`config.mk`:
```
export PLATFORM = sky130hd
export DESIGN_NAME = lob_message_issuer
export DESIGN_NICKNAME = d
export VERILOG_FILES = /design/src/rtl/lob_pkg.sv /design/src/rtl/lob_msg_assembler.sv /design/src/rtl/lob_message_issuer.sv
export SDC_FILE = /design/constraint.sdc
export NUM_CORES = 1
export LEC_CHECK = 0
export CAP_MARGIN = 20
export CORE_MARGIN = 3
export CORE_UTILIZATION = 51
export CTS_CLUSTER_DIAMETER = 50
export DETAILED_ROUTE_END_ITERATION = 10
export GPL_TIMING_DRIVEN = 0
export PLACE_DENSITY = 0.8
export SETUP_SLACK_MARGIN = 0.2
export SLEW_MARGIN = 20
export SYNTH_ARGS = -nofsm -noshare
export SYNTH_HDL_FRONTEND = slang
export SYNTH_HIERARCHICAL = 1
export SYNTH_SLANG_ARGS = --single-unit
```
`constraint.sdc`:
```
create_clock -name clk -period 3.4 [get_ports clk]
set_input_delay 0.85 -clock clk [delete_from_list [all_inputs] [get_ports clk]]
set_output_delay 0.85 -clock clk [all_outputs]
set_load 0.005 [all_outputs]
```
`src/rtl/lob_pkg.sv`:
```
// Shared definitions for the limit order book core and its host-side issuer.
package lob_pkg;

  // Core command codes; 6 and 7 are unassigned.
  localparam logic [2:0] TYPE_ADD             = 3'd0;
  localparam logic [2:0] TYPE_EXECUTE         = 3'd1;
  localparam logic [2:0] TYPE_CANCEL          = 3'd2;
  localparam logic [2:0] TYPE_DELETE          = 3'd3;
  localparam logic [2:0] TYPE_BEST_LIMIT      = 3'd4;
  localparam logic [2:0] TYPE_VOLUME_AT_LIMIT = 3'd5;

  // Response status byte values.
  localparam logic [7:0] STATUS_OK       = 8'h00;
  localparam logic [7:0] STATUS_BAD_TYPE = 8'h01;
  localparam logic [7:0] STATUS_TIMEOUT  = 8'h02;

  localparam int unsigned MSG_BYTES  = 7;
  localparam int unsigned RESP_BYTES = 3;

  typedef enum logic [2:0] {
    StCollect,
    StIssue,
    StWaitBusy,
    StWaitDone,
    StRespond
  } state_e;

  function automatic logic is_valid_type(input logic [2:0] t);
    return t <= TYPE_VOLUME_AT_LIMIT;
  endfunction

endpackage

```
`src/rtl/lob_msg_assembler.sv`:
```
// Byte index counter and command field registers for inbound 7-byte order messages.
module lob_msg_assembler
  import lob_pkg::*;
(
  input  logic        clk,
  input  logic        rst,
  input  logic [7:0]  i_data,
  input  logic        i_fire,
  output logic [2:0]  o_type,
  output logic        o_side,
  output logic [15:0] o_id,
  output logic [15:0] o_size,
  output logic [15:0] o_limit,
  output logic        o_msg_complete
);

  localparam int unsigned IdxW = $clog2(MSG_BYTES);
  localparam logic [IdxW-1:0] LastIdx = IdxW'(MSG_BYTES - 1);

  logic [IdxW-1:0] r_idx;
  logic [2:0]      r_type;
  logic            r_side;
  logic [15:0]     r_id;
  logic [15:0]     r_size;
  logic [15:0]     r_limit;

  // Pulses in the cycle the last byte is accepted so the FSM can act on it at once.
  assign o_msg_complete = i_fire && (r_idx == LastIdx);

  // Load the field addressed by the byte index on each accepted byte.
  always_ff @(posedge clk or negedge rst) begin
    if (!rst) begin
      r_idx   <= '0;
      r_type  <= '0;
      r_side  <= 1'b0;
      r_id    <= '0;
      r_size  <= '0;
      r_limit <= '0;
    end else if (i_fire) begin
      r_idx <= o_msg_complete ? '0 : r_idx + 1'b1;
      case (r_idx)
        3'd0: begin
          r_side <= i_data[7];
          r_type <= i_data[2:0];
        end
        3'd1: r_id[15:8]    <= i_data;
        3'd2: r_id[7:0]     <= i_data;
        3'd3: r_size[15:8]  <= i_data;
        3'd4: r_size[7:0]   <= i_data;
        3'd5: r_limit[15:8] <= i_data;
        3'd6: r_limit[7:0]  <= i_data;
        default: ;
      endcase
    end
  end

  assign o_type  = r_type;
  assign o_side  = r_side;
  assign o_id    = r_id;
  assign o_size  = r_size;
  assign o_limit = r_limit;

endmodule

```
`src/rtl/lob_message_issuer.sv`:
```
// Host-side initiator: assembles order messages, issues them to the order book core over
// start/busy, and streams back a 3-byte status/result response.
module lob_message_issuer
  import lob_pkg::*;
#(
  parameter int unsigned TIMEOUT_CYCLES = 1024,
  parameter int unsigned CNT_W          = 16
) (
  input  logic             clk,
  input  logic             rst,
  input  logic [7:0]       rx_data,
  input  logic             rx_valid,
  output logic             rx_ready,
  output logic [7:0]       tx_data,
  output logic             tx_valid,
  input  logic             tx_ready,
  output logic             lob_start,
  output logic [2:0]       lob_type,
  output logic             lob_side,
  output logic [15:0]      lob_id,
  output logic [15:0]      lob_size,
  output logic [15:0]      lob_limit,
  input  logic [15:0]      lob_out,
  input  logic             lob_busy,
  output logic [CNT_W-1:0] msg_count
);

  localparam int unsigned TimerW = $clog2(TIMEOUT_CYCLES + 1);
  localparam logic [TimerW-1:0] TimerLast = TimerW'(TIMEOUT_CYCLES - 1);
  localparam logic [1:0] RespLast = 2'(RESP_BYTES - 1);

  state_e            r_state;
  state_e            w_state_next;
  logic [TimerW-1:0] r_timer;
  logic [7:0]        r_status;
  logic [15:0]       r_result;
  logic              r_tx_valid;
  logic [7:0]        r_tx_data;
  logic [1:0]        r_resp_idx;
  logic [CNT_W-1:0]  r_msg_count;

  logic w_rx_fire;
  logic w_tx_fire;
  logic w_msg_complete;
  logic w_timeout;
  logic w_last_resp;
  logic [2:0] w_type;

  assign rx_ready    = (r_state == StCollect);
  assign w_rx_fire   = rx_valid && rx_ready;
  assign w_tx_fire   = r_tx_valid && tx_ready;
  assign w_timeout   = (r_timer == TimerLast);
  assign w_last_resp = (r_resp_idx == RespLast);
  // Start only into an idle core, so a core left hung by a timeout is never restarted.
  assign lob_start   = (r_state == StIssue) && !lob_busy;

  lob_msg_assembler u_assembler (
    .clk            (clk),
    .rst            (rst),
    .i_data         (rx_data),
    .i_fire         (w_rx_fire),
    .o_type         (w_type),
    .o_side         (lob_side),
    .o_id           (lob_id),
    .o_size         (lob_size),
    .o_limit        (lob_limit),
    .o_msg_complete (w_msg_complete)
  );

  assign lob_type = w_type;

  // State register.
  always_ff @(posedge clk or negedge rst) begin
    if (!rst) r_state <= StCollect;
    else      r_state <= w_state_next;
  end

  // Next-state decode.
  always_comb begin
    w_state_next = r_state;
    unique case (r_state)
      StCollect: begin
        if (w_msg_complete) w_state_next = is_valid_type(w_type) ? StIssue : StRespond;
      end
      StIssue: begin
        if (!lob_busy) w_state_next = StWaitBusy;
      end
      StWaitBusy: begin
        if (w_timeout)     w_state_next = StRespond;
        else if (lob_busy) w_state_next = StWaitDone;
      end
      StWaitDone: begin
        if (!lob_busy || w_timeout) w_state_next = StRespond;
      end
      StRespond: begin
        if (w_tx_fire && w_last_resp) w_state_next = StCollect;
      end
      default: w_state_next = StCollect;
    endcase
  end

  // Timer, result capture, response serializer and transaction counter.
  always_ff @(posedge clk or negedge rst) begin
    if (!rst) begin
      r_timer     <= '0;
      r_status    <= STATUS_OK;
      r_result    <= '0;
      r_tx_valid  <= 1'b0;
      r_tx_data   <= '0;
      r_resp_idx  <= '0;
      r_msg_count <= '0;
    end else begin
      if (r_state == StIssue) begin
        r_timer <= '0;
      end else if (r_state == StWaitBusy || r_state == StWaitDone) begin
        r_timer <= r_timer + 1'b1;
      end

      // Status is fixed by the state that hands over to RESPOND.
      if (w_state_next == StRespond && r_state != StRespond) begin
        if (r_state == StCollect) begin
          r_status <= STATUS_BAD_TYPE;
          r_result <= '0;
        end else if (r_state == StWaitDone && !lob_busy) begin
          r_status <= STATUS_OK;
          r_result <= lob_out;
        end else begin
          r_status <= STATUS_TIMEOUT;
          r_result <= '0;
        end
      end

      if (r_state == StRespond) begin
        if (!r_tx_valid) begin
          r_tx_valid <= 1'b1;
          r_tx_data  <= r_status;
          r_resp_idx <= '0;
        end else if (tx_ready) begin
          if (w_last_resp) begin
            r_tx_valid  <= 1'b0;
            r_resp_idx  <= '0;
            r_msg_count <= r_msg_count + 1'b1;
          end else begin
            r_resp_idx <= r_resp_idx + 1'b1;
            r_tx_data  <= (r_resp_idx == 2'd0) ? r_result[15:8] : r_result[7:0];
          end
        end
      end
    end
  end

  assign tx_valid  = r_tx_valid;
  assign tx_data   = r_tx_data;
  assign msg_count = r_msg_count;

endmodule

```
# Yosys cells after proc, flatten, opt, wreduce, memory -nomap -nowiden
# Cells that the tools add are included.
[totals]
reg_bits = 120
inputBits = 29
elab_cells = 87
[op_classes]
addsub = 4
magnitude_cmp = 1
n_eq_ne = 16
mux = 25
reduce_logical = 24
[op_table]
columns = ["cell", "n"]
rows = [
  ["16-bit 2-to-1 mux", 2],
  ["8-bit 2-to-1 mux", 4],
  ["3-bit 2-to-1 mux", 8],
  ["11-bit 2-to-1 mux", 2],
  ["16-bit by 1-bit adder with 16-bit output (second input constant)", 1],
  ["2-bit AND reduction", 8],
  ["3-bit == test (second input constant)", 5],
  ["3-bit case mux with 5 select lines", 1],
  ["3-bit by 2-bit == test with 1-bit output (second input constant)", 4],
  ["11-bit by 1-bit adder with 11-bit output (second input constant)", 1],
  ["11-bit by 10-bit == test with 1-bit output (second input constant)", 1],
  ["2-bit 2-to-1 mux", 5],
  ["1-bit logical AND", 7],
  ["3-bit by 1-bit == test with 1-bit output (second input constant)", 2],
  ["3-bit zero test", 2],
  ["2-bit != test (second input constant)", 2],
  ["4-bit AND reduction", 1],
  ["3-bit by 1-bit adder with 3-bit output (second input constant)", 1],
  ["3-bit <= comparator (second input constant)", 1],
  ["1-bit 2-to-1 mux", 3],
  ["3-bit != test (second input constant)", 1],
  ["3-bit AND reduction", 1],
  ["2-bit by 1-bit adder with 2-bit output (second input constant)", 1],
  ["2-bit == test (second input constant)", 1],
  ["other kinds (4)", 5],
]

# Logic depth before layout (Yosys ltp)
[logic_depth]
word_depth = 7
mapped_depth = 9

# Cells and area by module
# The synthesis kept the hierarchy.
[modules_own_cells]
columns = ["module", "n_inst", "cells_each", "area_each_um2", "seq_area_each_um2"]
rows = [
  ["lob_message_issuer", 1, 248, 2787.7, 1476.4],
  ["lob_msg_assembler", 1, 133, 2198.4, 1376.3],
]

# Least setup slack after synthesis
# No wires, ideal clock.
[synth_path]
path_type = "input-to-reg"
startpoint = "input rx_valid"
endpoint = "register r_status[1]"
setup_ns = 0.127
t_arrival_ns = 2.356
required_ns = 3.273
path_slack_ns = 0.917
cell_stages = 7
path_cell_list = "and2_1 > nand3_2 > inv_1 > and3_1 > a22o_1 > o32ai_4 > mux2_1"
[synth_between]
elab_chain_len = 6
[synth_rtl]
columns = ["item", "line_no", "source"]
rows = [
  ["start, declared", "lob_message_issuer.sv:12", "input logic rx_valid,"],
  ["1-bit logical AND", "lob_message_issuer.sv:50", "assign w_rx_fire = rx_valid && rx_ready;"],
  ["1-bit logical AND", "lob_msg_assembler.sv:28", "assign o_msg_complete = i_fire && (r_idx == LastIdx);"],
  ["named net w_msg_complete", "lob_message_issuer.sv:44", "logic w_msg_complete;"],
  ["3-bit 2-to-1 mux", "lob_message_issuer.sv:83", "if (w_msg_complete) w_state_next = is_valid_type(w_type) ? StIssue : StRespond;"],
  ["3-bit case mux with 5 select lines", "lob_message_issuer.sv:81", "unique case (r_state)"],
  ["3-bit == test", "lob_message_issuer.sv:120", "if (w_state_next == StRespond && r_state != StRespond) begin"],
  ["1-bit logical AND", "lob_message_issuer.sv:120", ""],
  ["end signal, assigned", "lob_message_issuer.sv:122", "r_status <= STATUS_BAD_TYPE;"],
  ["end signal, assigned", "lob_message_issuer.sv:125", "r_status <= STATUS_OK;"],
  ["end signal, assigned", "lob_message_issuer.sv:128", "r_status <= STATUS_TIMEOUT;"],
  ["end, declared", "lob_message_issuer.sv:35", "logic [7:0] r_status;"],
]
# The timed path passes the listed nets, and every way through them passes these cells.
# A chain may end at the register's enable or synchronous reset.

# Worst setup path in the final report
[layout_path]
startpoint = "input lob_busy"
endpoint = "output lob_start"
[layout_between]
elab_chain_len = 2
[layout_rtl]
columns = ["item", "line_no", "source"]
rows = [
  ["start, declared", "lob_message_issuer.sv:24", "input logic lob_busy,"],
  ["1-bit zero test", "lob_message_issuer.sv:55", "assign lob_start = (r_state == StIssue) && !lob_busy;"],
  ["1-bit logical AND", "lob_message_issuer.sv:55", ""],
  ["end, declared", "lob_message_issuer.sv:17", "output logic lob_start,"],
]
# Every way passes these cells.

==> impl.org <==
** Outcome
- Run status :: finished clean

** Worst setup path
- In this run the number of cells on the critical path is 3.
- The worst setup path is of the input pin to output pin kind.
- The endpoint identified for the worst register-to-register timing path is r_result[7].
- Cell count of the worst reg-to-reg path :: 9
- Tracing the worst setup path back leads to its startpoint at lob_busy.
- The worst setup path is captured at an output pin.
- In this design, the stage delay of the slowest critical-path cell is 570 ps.
- STA puts the critical path data required time at 2550 ps.
- The critical path ends at lob_start.
- Start of the worst register-to-register path :: r_state[0]
- Buffer and inverter count on the worst path :: 2
- For this design, the slowest cell found on the critical path is clkdlybuf4s50_1.
- The signal on the critical path passes through clkdlybuf4s50_1 > nor4b_2 > clkdlybuf4s50_1.
- Arrival @ worst endpoint :: 2180 ps
- CP Max Fanout :: 3
- For flop-to-flop paths, the worst setup slack is 640 ps.
- Critical path launch point type :: input pin
- Grouping stages by cell kind, the critical path spends the most delay in buffers and inverters.
- Crit path top cell by count :: clkdlybuf4s50_1

** Power
- Across the VDD grid, the largest voltage drop is 578.0 µV.
- In this run switching power makes up 29.25% of total power.
- Internal power comes to 4.154 mW.
- Psw :: 1.718 mW
- In this run, the clock network consumes 30.0% of the power.
- Sequential cells burn 36.6% of the power.
- Cell area power density :: 857.0 nW/µm²
- Summed over all cells, the static leakage comes to 2.994 nW.
- Combinational cell fraction of total power :: 33.4%

** Timing
- Least-Margin Pin Slew :: 694.3 ps
- Setup violations remaining at the end of the flow were counted as 0.
- Hold Fails Final Rpt :: 0
- Maximum clock frequency :: 330.2 MHz
- Pins Over Slew Limit :: 0
- Once routing completed, OpenROAD measured the worst setup slack at 371.6 ps.
- Tcrit/Tclk final :: 89.07%
- Max-slew headroom :: 53.61%
- Post-layout minimum cycle time :: 3028 ps
- Across the routed clock network, the largest skew measured is 6.510 ps.
- Setup repair after global routing left no endpoint under its margin.
- Final worst hold slack :: 304.5 ps

** CTS
- Clock-pin transition on the worst setup and hold timing paths :: 60 ps
- In this run the number of H-tree levels came out at 4.
- CTS tree :: done
- TritonCTS created 17 clock buffers.
- Clock tree root buffer cell :: clkbuf_8
- Maximum clock insertion buffer count :: 2
- Clock insertion delay at the later pin of the skew report :: 510 ps
- For this design, the sink count on the clock tree is 114.

** Place
- Half-perimeter wire length after detailed placement :: 7763 µm
- In this run the tool buffered the top-level ports with 107 buffer cells.
- Pre-CTS WS :: 214.3 ps
- Once placement completed, the tool counted placed cells totaling 618.
- GPL Wtd Cong :: 0.8396

** Detailed routing
- Antenna violation net count after detailed routing :: 0
- Sum of routed wire length over all layers :: 11930 µm
- DRC violation count after routing :: 0
- After detailed routing, the average wire length per cell comes to 18.35 µm.
- Number of detailed-routing iterations run before antenna repair :: 4
- Detailed router's first-iteration violation count :: 194
- Using the TritonRoute via totals, the vias-per-cell ratio works out to 5.462.
- Via count of the routed design :: 3550

** Synthesis
- For this run, the register share of the synthesized area comes to 57.21%.
- Post-Synthesis Mean Instance Area :: 13.09 µm²
- The synthesized design spends more area on one cell type than any other, namely dfrtp_1.
- The share of synthesized area in the top cell type comes to 57.21%.
- Counting flops and latches in the post-synthesis netlist gives 114.
- In the synthesized netlist, the cells that appear most often are dfrtp_1, mux2_2, nand2_1, a22o_1, nor2_1.
- The synthesized netlist occupies a cell area of 4986 µm².
- After synthesis, the share of flip-flops with an asynchronous set or reset is 100.0%.
- Counting every net in the synthesized netlist gives 417.
- Among all cell types in the netlist, the one instantiated most often is dfrtp_1.
- Cell types with the largest area share after synthesis :: dfrtp_1, mux2_2, a22o_1
- Number of synthesized flops with an enable pin :: 0
- Number of different library cells in the post-synthesis netlist :: 48
- For this run, the number of Yosys warnings is 6.
- Synthesized instance count :: 381
- Ys flop type :: dfrtp_1

** Die
- The initial utilization of the core area, before any placement, comes to 53.20%.
- The floorplan has 35 rows.
- The die is 104.9 µm tall.
- Core area :: 9371 µm²
- Horizontal die dimension :: 104.9 µm
- I/O pin count :: 108
- The die covers 11000 µm².

** Job
- Across the run, the number of max-cap violations was 0.

** Finish
- In the final layout, flip-flops and latches occupy 2853 µm².
- At the end of the flow, the number of nets in the layout was 544.
- Counting the fill cells in the layout gives 655.
- The repair_antennas step left the layout with diodes totalling 0.
- Fin cells :: 650
- Area used by multi-input combinational logic :: 2028 µm²
- Cells with a size suffix above 1 make up 21.11% of the layout.
- The area growth from synthesis to layout is 37.42%.

** Global routing
- The first global-routing pass estimated 19440 µm of wire.
- Global router's overall resource usage :: 22.62%
- The initial antenna violation count was 0.
- Pin count of the biggest net entering global routing :: 64
- Global routing finished with a remaining overflow of 0.
- Vias in the first global route :: 3763

** Min path
- In this run the worst hold path is classified as input pin to async pin.
[timing repair]
item	CTS	global route
gates resized for setup	0	2
setup endpoints to repair	0	2
setup buffers	0	0
hold buffers	0	0
[power groups by stage]
stage          logic [mW]  clock network, mW  registers [mW]
4_1_cts              1.98               1.79            2.15
3_5_place_dp         1.94                  0            2.14
5_1_grt              2.12               1.85            2.22
2_1_floorplan       0.908                  0            2.13
6_report             1.96               1.76            2.15
3_3_place_gp         1.89                  0            2.12
[metrics by stage]
step | power, mW | cell area, µm² | util (%) | setup TNS, ps
finish | 5.872 | 6852 | 73.11 | 0
global route | 6.186 | 6852 | 73.11 | 0
CTS | 5.916 | 6840 | 72.99 | 0
detailed placement | 4.083 | 6247 | 66.66 | 0
global placement | 4.013 | 6218 | 66.36 | -316970
floorplan | 3.038 | 4986 | - | 0
[logic make-up (layout without fill, tap and decap cells)]
| kind of cell | Yosys count | after routing | synth area share [%] |
|---|---|---|---|
| flip-flops | 114 | 114 | 57.21 |
| AO/OA/AOI/OAI | 58 | 58 | 8.607 |
| adder cells (fa/ha/maj) | 7 | 7 | 1.757 |
| buffers and inverters | 20 | 160 | 2.334 |
| multiplexers | 68 | 68 | 15.21 |
| XOR/XNOR | 18 | 18 | 3.162 |
| AND/OR/NAND/NOR | 96 | 96 | 11.72 |
[cells in the final DEF, fill, tap and decap left out, types with 3 or more instances in the layout]
cell type        instances
dfrtp_1                114
and4_1                   3
clkinv_2                 3
mux2i_1                  6
bufinv_16                3
o21ai_0                 16
clkbuf_1                 6
mux2_1                   9
mux2_2                  53
nand4_1                  5
xnor2_1                 15
a21oi_1                  5
inv_1                    7
clkbuf_16               16
ha_1                     7
nor2_1                  18
xor2_1                   3
nand2b_1                 5
a21boi_0                 6
clkinv_4                 3
clkinvlp_4               4
a22o_1                  21
clkdlybuf4s50_1        106
buf_6                    6
buf_2                    3
nand3_1                 10
nand3b_2                 3
nor3_1                   5
nand2_1                 22
[state kept, by name (all words and copies together) (netlist names), 8 cells and up]
name	flops
r_timer	11
u_assembler/o_limit	16
u_assembler/o_size	16
r_result	16
tx_data	8
u_assembler/o_id	16
msg_count	16
[worst min-delay path by stage]
stage / endpoint / slack (ps) / depth (start not counted)
floorplan: r_result[2] / 460 / 1
global placement: msg_count[15] / 460 / 1
detailed placement: msg_count[15] / 470 / 1
CTS: r_result[13] / 330 / 1
global route: r_result[13] / 340 / 1
finish: r_result[13] / 300 / 1
[final cells by class]
cell class	instances	area share, %
tap	129	2.356
timing repair buffer	108	16.05
multi-input combinational	247	29.60
clock buffer	19	6.300
clock inverter	13	2.356
inverter	7	0.3835
buffer	13	1.315
sequential	114	41.64
[metal layers]
metal	vias up	global-route usage (%)	routed length, µm
li1	1643	-	-
met1	1792	26.56	4923
met2	105	38.63	6072
met3	10	8.524	829
met4	0	6.748	100
met5	-	0	0
(Power assumes the default switching activity.)
